### src/rtl/fetch_pkg.sv
// rtl/fetch_pkg.sv - shared types and constants for the pc_fetch stage
package fetch_pkg;

  // Control FSM states of the fetch stage
  typedef enum logic [1:0] {
    ST_BOOT = 2'b00,
    ST_RUN  = 2'b01,
    ST_HALT = 2'b10
  } fetch_state_e;

  // Reason recorded when the stage enters HALT
  typedef enum logic [1:0] {
    CAUSE_NONE     = 2'b00,
    CAUSE_MISALIGN = 2'b01,
    CAUSE_RANGE    = 2'b10,
    CAUSE_HALT     = 2'b11
  } trap_cause_e;

  // addi x0, x0, 0 - presented to decode whenever no real fetch is valid
  localparam logic [31:0] NOP_INSTR = 32'h0000_0013;

endpackage

### src/rtl/pc_fetch_if.sv
// rtl/pc_fetch_if.sv - instruction memory bus between fetch and imem
interface pc_fetch_if;
  logic [31:0] imem_addr;
  logic [31:0] imem_rdata;

  // Fetch stage drives the address and consumes the combinational read data
  modport master (output imem_addr, input imem_rdata);
  // Instruction memory side
  modport slave (input imem_addr, output imem_rdata);
endinterface

### src/rtl/pc_target_check.sv
// rtl/pc_target_check.sv - alignment and range check of a candidate PC
module pc_target_check #(
  parameter int IMEM_DEPTH = 64
) (
  input  logic [31:0] target,
  output logic        misaligned,
  output logic        out_of_range
);

  // First illegal byte address; 33 bits so the compare cannot overflow
  localparam logic [32:0] LIMIT = {1'b0, 32'(IMEM_DEPTH)} << 2;

  // Word alignment and upper bound of the instruction memory
  always_comb begin
    misaligned   = |target[1:0];
    out_of_range = ({1'b0, target} >= LIMIT);
  end

endmodule

### src/rtl/pc_fetch.sv
// rtl/pc_fetch.sv - fetch stage: PC, next-PC select, boot/run/halt FSM (optional FETCH_PERF_CNT_EN)
module pc_fetch
  import fetch_pkg::*;
#(
  parameter logic [31:0] RESET_PC   = 32'h0000_0000,
  parameter int          IMEM_DEPTH = 64
) (
  input  logic              clk,
  input  logic              rst_n,
  input  logic              stall,
  input  logic              branch_taken,
  input  logic [31:0]       branch_target,
  input  logic              jump,
  input  logic [31:0]       jump_target,
  input  logic              halt_req,
  pc_fetch_if.master        imem,
  output logic [31:0]       instr,
  output logic              instr_valid,
  output logic [31:0]       pc,
  output logic [31:0]       pc_plus4,
  output logic              halted,
  output logic              trap,
  output logic [1:0]        trap_cause,
  output logic [31:0]       trap_pc
`ifdef FETCH_PERF_CNT_EN
  ,
  output logic [31:0]       fetch_count
`endif
);

  fetch_state_e state_q, state_d;
  logic [31:0]  pc_q, pc_d;
  logic         trap_q, trap_d;
  trap_cause_e  cause_q, cause_d;
  logic [31:0]  trap_pc_q, trap_pc_d;
`ifdef FETCH_PERF_CNT_EN
  logic [31:0]  count_q, count_d;
`endif

  logic [31:0]  seq_pc;
  logic [31:0]  next_pc;
  logic         tgt_misaligned;
  logic         tgt_out_of_range;

  // Candidate next PC: jump beats branch beats sequential; JALR bit 0 cleared
  always_comb begin
    seq_pc = pc_q + 32'd4;
    if (jump) begin
      next_pc = {jump_target[31:1], 1'b0};
    end else if (branch_taken) begin
      next_pc = branch_target;
    end else begin
      next_pc = seq_pc;
    end
  end

  pc_target_check #(
    .IMEM_DEPTH (IMEM_DEPTH)
  ) u_check (
    .target       (next_pc),
    .misaligned   (tgt_misaligned),
    .out_of_range (tgt_out_of_range)
  );

  // Next-state and register updates; halt_req outranks stall, stall freezes everything
  always_comb begin
    state_d   = state_q;
    pc_d      = pc_q;
    trap_d    = 1'b0;
    cause_d   = cause_q;
    trap_pc_d = trap_pc_q;
`ifdef FETCH_PERF_CNT_EN
    count_d   = count_q;
`endif
    case (state_q)
      ST_BOOT: state_d = ST_RUN;
      ST_RUN: begin
        if (halt_req) begin
          state_d   = ST_HALT;
          cause_d   = CAUSE_HALT;
          trap_pc_d = pc_q;
        end else if (!stall) begin
          if (tgt_misaligned || tgt_out_of_range) begin
            state_d   = ST_HALT;
            trap_d    = 1'b1;
            cause_d   = tgt_misaligned ? CAUSE_MISALIGN : CAUSE_RANGE;
            trap_pc_d = pc_q;
          end else begin
            pc_d = next_pc;
`ifdef FETCH_PERF_CNT_EN
            count_d = count_q + 32'd1;
`endif
          end
        end
      end
      ST_HALT: state_d = ST_HALT;
      default: state_d = ST_BOOT;
    endcase
  end

  // State and architectural registers, asynchronously cleared
  always_ff @(posedge clk or negedge rst_n) begin
    if (!rst_n) begin
      state_q   <= ST_BOOT;
      pc_q      <= RESET_PC;
      trap_q    <= 1'b0;
      cause_q   <= CAUSE_NONE;
      trap_pc_q <= 32'h0;
`ifdef FETCH_PERF_CNT_EN
      count_q   <= 32'h0;
`endif
    end else begin
      state_q   <= state_d;
      pc_q      <= pc_d;
      trap_q    <= trap_d;
      cause_q   <= cause_d;
      trap_pc_q <= trap_pc_d;
`ifdef FETCH_PERF_CNT_EN
      count_q   <= count_d;
`endif
    end
  end

  // Zero-latency fetch outputs derived from the current PC and state
  always_comb begin
    imem.imem_addr = pc_q;
    pc             = pc_q;
    pc_plus4       = seq_pc;
    instr_valid    = (state_q == ST_RUN);
    instr          = instr_valid ? imem.imem_rdata : NOP_INSTR;
    halted         = (state_q == ST_HALT);
    trap           = trap_q;
    trap_cause     = cause_q;
    trap_pc        = trap_pc_q;
`ifdef FETCH_PERF_CNT_EN
    fetch_count    = count_q;
`endif
  end

endmodule

### src/flat_wrapper.sv
// flat-port wrapper written by rule: the top's interface ports become plain ports
module pc_fetch_flat import fetch_pkg::*;
#(
  parameter logic [31:0] RESET_PC   = 32'h0000_0000,
  parameter int          IMEM_DEPTH = 64
)
  (clk, rst_n, stall, branch_taken, branch_target, jump, jump_target, halt_req, instr, instr_valid, pc, pc_plus4, halted, trap, trap_cause, trap_pc, imem_imem_addr, imem_imem_rdata);
  pc_fetch_if imem_i ();
  input  logic clk;
  input  logic rst_n;
  input  logic stall;
  input  logic branch_taken;
  input  logic [31:0] branch_target;
  input  logic jump;
  input  logic [31:0] jump_target;
  input  logic halt_req;
  output logic [31:0] instr;
  output logic instr_valid;
  output logic [31:0] pc;
  output logic [31:0] pc_plus4;
  output logic halted;
  output logic trap;
  output logic [1:0] trap_cause;
  output logic [31:0] trap_pc;
  output wire logic [$bits(imem_i.imem_addr)-1:0] imem_imem_addr;
  input wire logic [$bits(imem_i.imem_rdata)-1:0] imem_imem_rdata;
  assign imem_imem_addr = imem_i.imem_addr;
  assign imem_i.imem_rdata = imem_imem_rdata;
  pc_fetch #(.RESET_PC(RESET_PC), .IMEM_DEPTH(IMEM_DEPTH)) u_core (.clk(clk), .rst_n(rst_n), .stall(stall), .branch_taken(branch_taken), .branch_target(branch_target), .jump(jump), .jump_target(jump_target), .halt_req(halt_req), .imem(imem_i), .instr(instr), .instr_valid(instr_valid), .pc(pc), .pc_plus4(pc_plus4), .halted(halted), .trap(trap), .trap_cause(trap_cause), .trap_pc(trap_pc));
endmodule
### config.mk
export PLATFORM = sky130hd
export DESIGN_NAME = pc_fetch_flat
export DESIGN_NICKNAME = d
export VERILOG_FILES = /design/src/rtl/fetch_pkg.sv /design/src/rtl/pc_fetch_if.sv /design/src/rtl/pc_target_check.sv /design/src/rtl/pc_fetch.sv /design/src/flat_wrapper.sv
export SDC_FILE = /design/constraint.sdc
export NUM_CORES = 1
export LEC_CHECK = 0
export CAP_MARGIN = 20
export CORE_MARGIN = 1
export CORE_UTILIZATION = 45
export CTS_CLUSTER_DIAMETER = 40
export DETAILED_ROUTE_END_ITERATION = 6
export DONT_BUFFER_PORTS = 1
export GPL_ROUTABILITY_DRIVEN = 0
export SLEW_MARGIN = 20
export SYNTH_ARGS = -nofsm -noshare
export SYNTH_HDL_FRONTEND = slang
export SYNTH_SLANG_ARGS = --single-unit
### constraint.sdc
create_clock -name clk -period 6.2 [get_ports clk]
set_input_delay 0.93 -clock clk [delete_from_list [all_inputs] [get_ports clk]]
set_output_delay 0.93 -clock clk [all_outputs]
set_load 0.03 [all_outputs]
==> results.yml <==
outcome:
  status: "finished clean"
die:
  fp.dieArea_sq_mm: 0.0106
  fp.dieH_um: 103
  placementRows: 36
  initial_core_util_pct: 46.7
  io_pins: 267
  die_x_um: 103
  coreArea_sq_mm: 0.00982
critical_path:
  cpMaxStageDelayCell: "dfrtp_1"
  cp_num_buf_inv: 1
  crit_family: "compound AO/OA/AOI/OAI gates"
  slowest_delay_ns: 0.87
  critical_path.cell_chain: "nand4_1 > nor4_1 > xor2_1 > a2111oi_0 > a211oi_1 > a2111o_1 > o31a_4 > o21ai_4 > buf_12 > mux2_4"
  start_kind: "flop"
  critical_path.max_fanout: 19
  worstPathRequired_ns: 6.43
  critPathCaptureType: "flop"
  arrival_ns: 5.10
  critical_path_class: "reg2reg"
synth:
  syn-cell-area_sq_mm: 0.00459
  syn-num-nets: 539
  synth_flop_cell: "dfrtp_1"
  netlist_instances: 433
  ys_seq_elements: 69
  synth-edff-count: 0
  synthArstFlopShare_pct: 100
  avgSynthCellArea_sq_um: 10.6
  synth_seq_area_share_pct: 37.7
  ys.warnings.count: 0
  yosysUniqueCellTypes: 62
clocking:
  htreeDepth: 3
  path_clk_slew_ns: 0.08
  cts_tree: "yes"
  holdBufCountCts: 0
  clock_path_buffers: 2
  cts_sinks: 69
  cts_root_buf: "clkbuf_8"
  clk_latency_ns: 0.35
  ctsResizeCount: 0
  numCtsBuffers: 9
  post_cts_buffers: 0
final_layout:
  antenna_cells: 0
  area_delta_synth_final_pct: -2.92
  final_nets: 492
  final_area_sq_mm: 0.00445
  mostFrequentLayoutCell: "dfrtp_1"
  final_cell_mix: "dfrtp_1 (69), and2_1 (51), mux2_4 (30)"
  num-fill-cells: 958
  drive_gt1_share_pct: 19.4
route:
  vias: 3133
  vias_per_cell: 5.98
  routedWlPerCell_um: 22.3
  wirelength_um: 11700
  drt_iter0_drc: 114
  first_pass_iters: 4
  drc_errors: 0
  ant_nets: 0
power:
  netSwitchingFraction_pct: 34.9
  power.density_mw_per_mm2: 258
  pwr-share-comb_pct: 25.4
  seqPwrFrac_pct: 42.8
  p_clk_share_pct: 31.7
  p_leak_nw: 2.07
  intPower_w: 0.000748
  p_sw_w: 0.000402
  vdd_drop_max_mv: 0.166
global_route:
  grt_use_met3_pct: 6.92
  first_global_vias: 3132
  grt_use_met2_pct: 36.1
  grt_max_degree: 70
  top_usage_layer: "met2"
  grt_pass1_wl_um: 17000
  use_met1_pct: 26.5
  overflow: 0
  antenna_found_initial: 0
  grt_usage_pct: 22.0
timing:
  fin_crit_sh_pct: 78.7
  rsz0062_at_grt: "no"
  fin_tns_setup_ns: 0
  worstMarginPinSlew_ns: 0.945
  hold_viol_final: 0
  maxSlewViolCount: 0
  period_minus_slack_ns: 4.88
  slew_headroom_pct: 36.5
  finClkSkew_ns: 0.00853
  fmax_mhz: 205
  setup_viol: 0
placed_design:
  port_buffers: 0
  place_area_sq_mm: 0.00426
  dp_hpwl_um: 8640
flow_run:
  drv_cap: 0
min_path:
  hold_class: "in2async"
-- worst reg2reg max path: stages (launching register included) --
cell       delay, ns
dfrtp_1         0.87
nand4_1         0.58
nor4_1          0.47
xor2_1          0.32
a2111oi_0       0.49
a211oi_1        0.13
a2111o_1        0.36
o31a_4          0.38
o21ai_4         0.56
buf_12          0.28
mux2_4          0.33
-- routing by layer --
| layer | vias to the layer above | routed length, um | part of all wire, % |
|---|---|---|---|
| met5 | - | 0 | 0 |
| met1 | 1552 | 4720 | 40 |
| li1 | 1391 | - | - |
| met2 | 175 | 5850 | 50 |
| met3 | 15 | 938 | 8.0 |
| met4 | 0 | 195 | 1.7 |
-- sequential cells by signal, summed over array words and instances, names as in the netlist --
register	cells
u_core.trap_pc	32
u_core.trap_cause	2
u_core.imem.imem_addr	32
u_core.state_q	2
u_core.trap	1
-- through the flow --
step / power, W / utilization [%] / hold slack, ns / instances / setup slack [ns]
after floorplan: 0.000788 / - / 0.506 / 433 / 2.47
final: 0.00115 / 45.3 / 0.277 / 524 / 1.32
after global placement: 0.000792 / 43.4 / 0.515 / 508 / 1.31
after CTS: 0.00117 / 45.3 / 0.250 / 524 / 1.23
after global routing: 0.00121 / 45.3 / 0.244 / 524 / 1.07
after detailed placement: 0.000798 / 43.4 / 0.534 / 508 / 1.24
-- final cells by class --
| type | instances | area, sq um | share of cell area [%] |
|---|---|---|---|
| clock buffers | 11 | 141 | 3.18 |
| clock inverters | 5 | 50.0 | 1.12 |
| repair buffers | 3 | 35.0 | 0.787 |
| flip-flops and latches | 69 | 1730 | 38.8 |
| inverters | 8 | 30.0 | 0.675 |
| well taps | 133 | 166 | 3.74 |
| multi-input cells | 295 | 2300 | 51.7 |
-- kinds of logic (layout without fill, tap and decap cells) --
group / count (synthesis) / after routing / synth area share, %
AOI/OAI and AO/OA: 44 / 44 / 7.15
xor gates and xnor gates: 30 / 30 / 5.73
adders and majority gates: 4 / 4 / 1.09
buffers and inverters: 69 / 27 / 12.2
DFF: 69 / 69 / 37.7
muxes: 48 / 48 / 14.0
and+or+nand+nor: 169 / 169 / 22.2
-- cells in the mapped netlist, types with 2 or more instances --
library cell	count	area share (%)
nor4b_1	2	0.38
nand4_1	11	1.5
mux2i_1	8	1.7
clkbuf_8	5	1.5
mux2_4	30	9.8
nor3_2	2	0.44
o31ai_1	2	0.33
mux2_1	5	1.2
dfrtp_1	69	38
o2111ai_1	2	0.38
and3_1	3	0.41
nand2b_1	4	0.55
nand4_2	2	0.55
nor4_4	2	0.93
clkbuf_1	8	0.65
nor4_1	9	1.2
o311a_1	2	0.44
inv_1	8	0.65
buf_2	2	0.22
or2_2	2	0.27
nand2_1	24	2.0
a2111oi_0	2	0.38
nor2_1	16	1.3
o211ai_1	4	0.65
a211oi_1	2	0.33
nand3_1	16	1.7
buf_4	37	6.1
nor3_1	11	1.2
ha_1	4	1.1
buf_6	4	0.98
and4_1	3	0.57
buf_12	3	1.3
and2_1	51	7.0
o21ai_0	10	1.1
xnor2_1	18	3.4
a21oi_1	9	0.98
xor2_1	12	2.3
mux2_2	5	1.2
-- final timing paths --
| kind | start | end | slack (ns) | cells past startpoint |
|---|---|---|---|---|
| worst max-delay path | u_core.imem.imem_addr[4] | u_core.trap_pc[19] | 1.32 | 10 |
| worst min-delay path | rst_n | u_core.trap_pc[16] | 0.28 | 0 |
| worst max register to register | u_core.imem.imem_addr[4] | u_core.trap_pc[19] | 1.32 | 10 |
| worst min register to register | u_core.state_q[0] | u_core.state_q[0] | 0.55 | 1 |
| max in group asynchronous | rst_n | u_core.trap_pc[30] | 5.81 | 0 |
| min in group clk | u_core.state_q[0] | u_core.state_q[0] | 0.55 | 1 |
-- power by group through the flow --
stage	Clock, W	Combinational, W	Sequential, W
final	0.000365	0.000293	0.000492
after global routing	0.000401	0.000318	0.000494
after detailed placement	0	0.000297	0.000501
after CTS	0.000379	0.000297	0.000492
after floorplan	0	0.000291	0.000497
after global placement	0	0.000292	0.000501
Power figures use the tool's default switching activity.
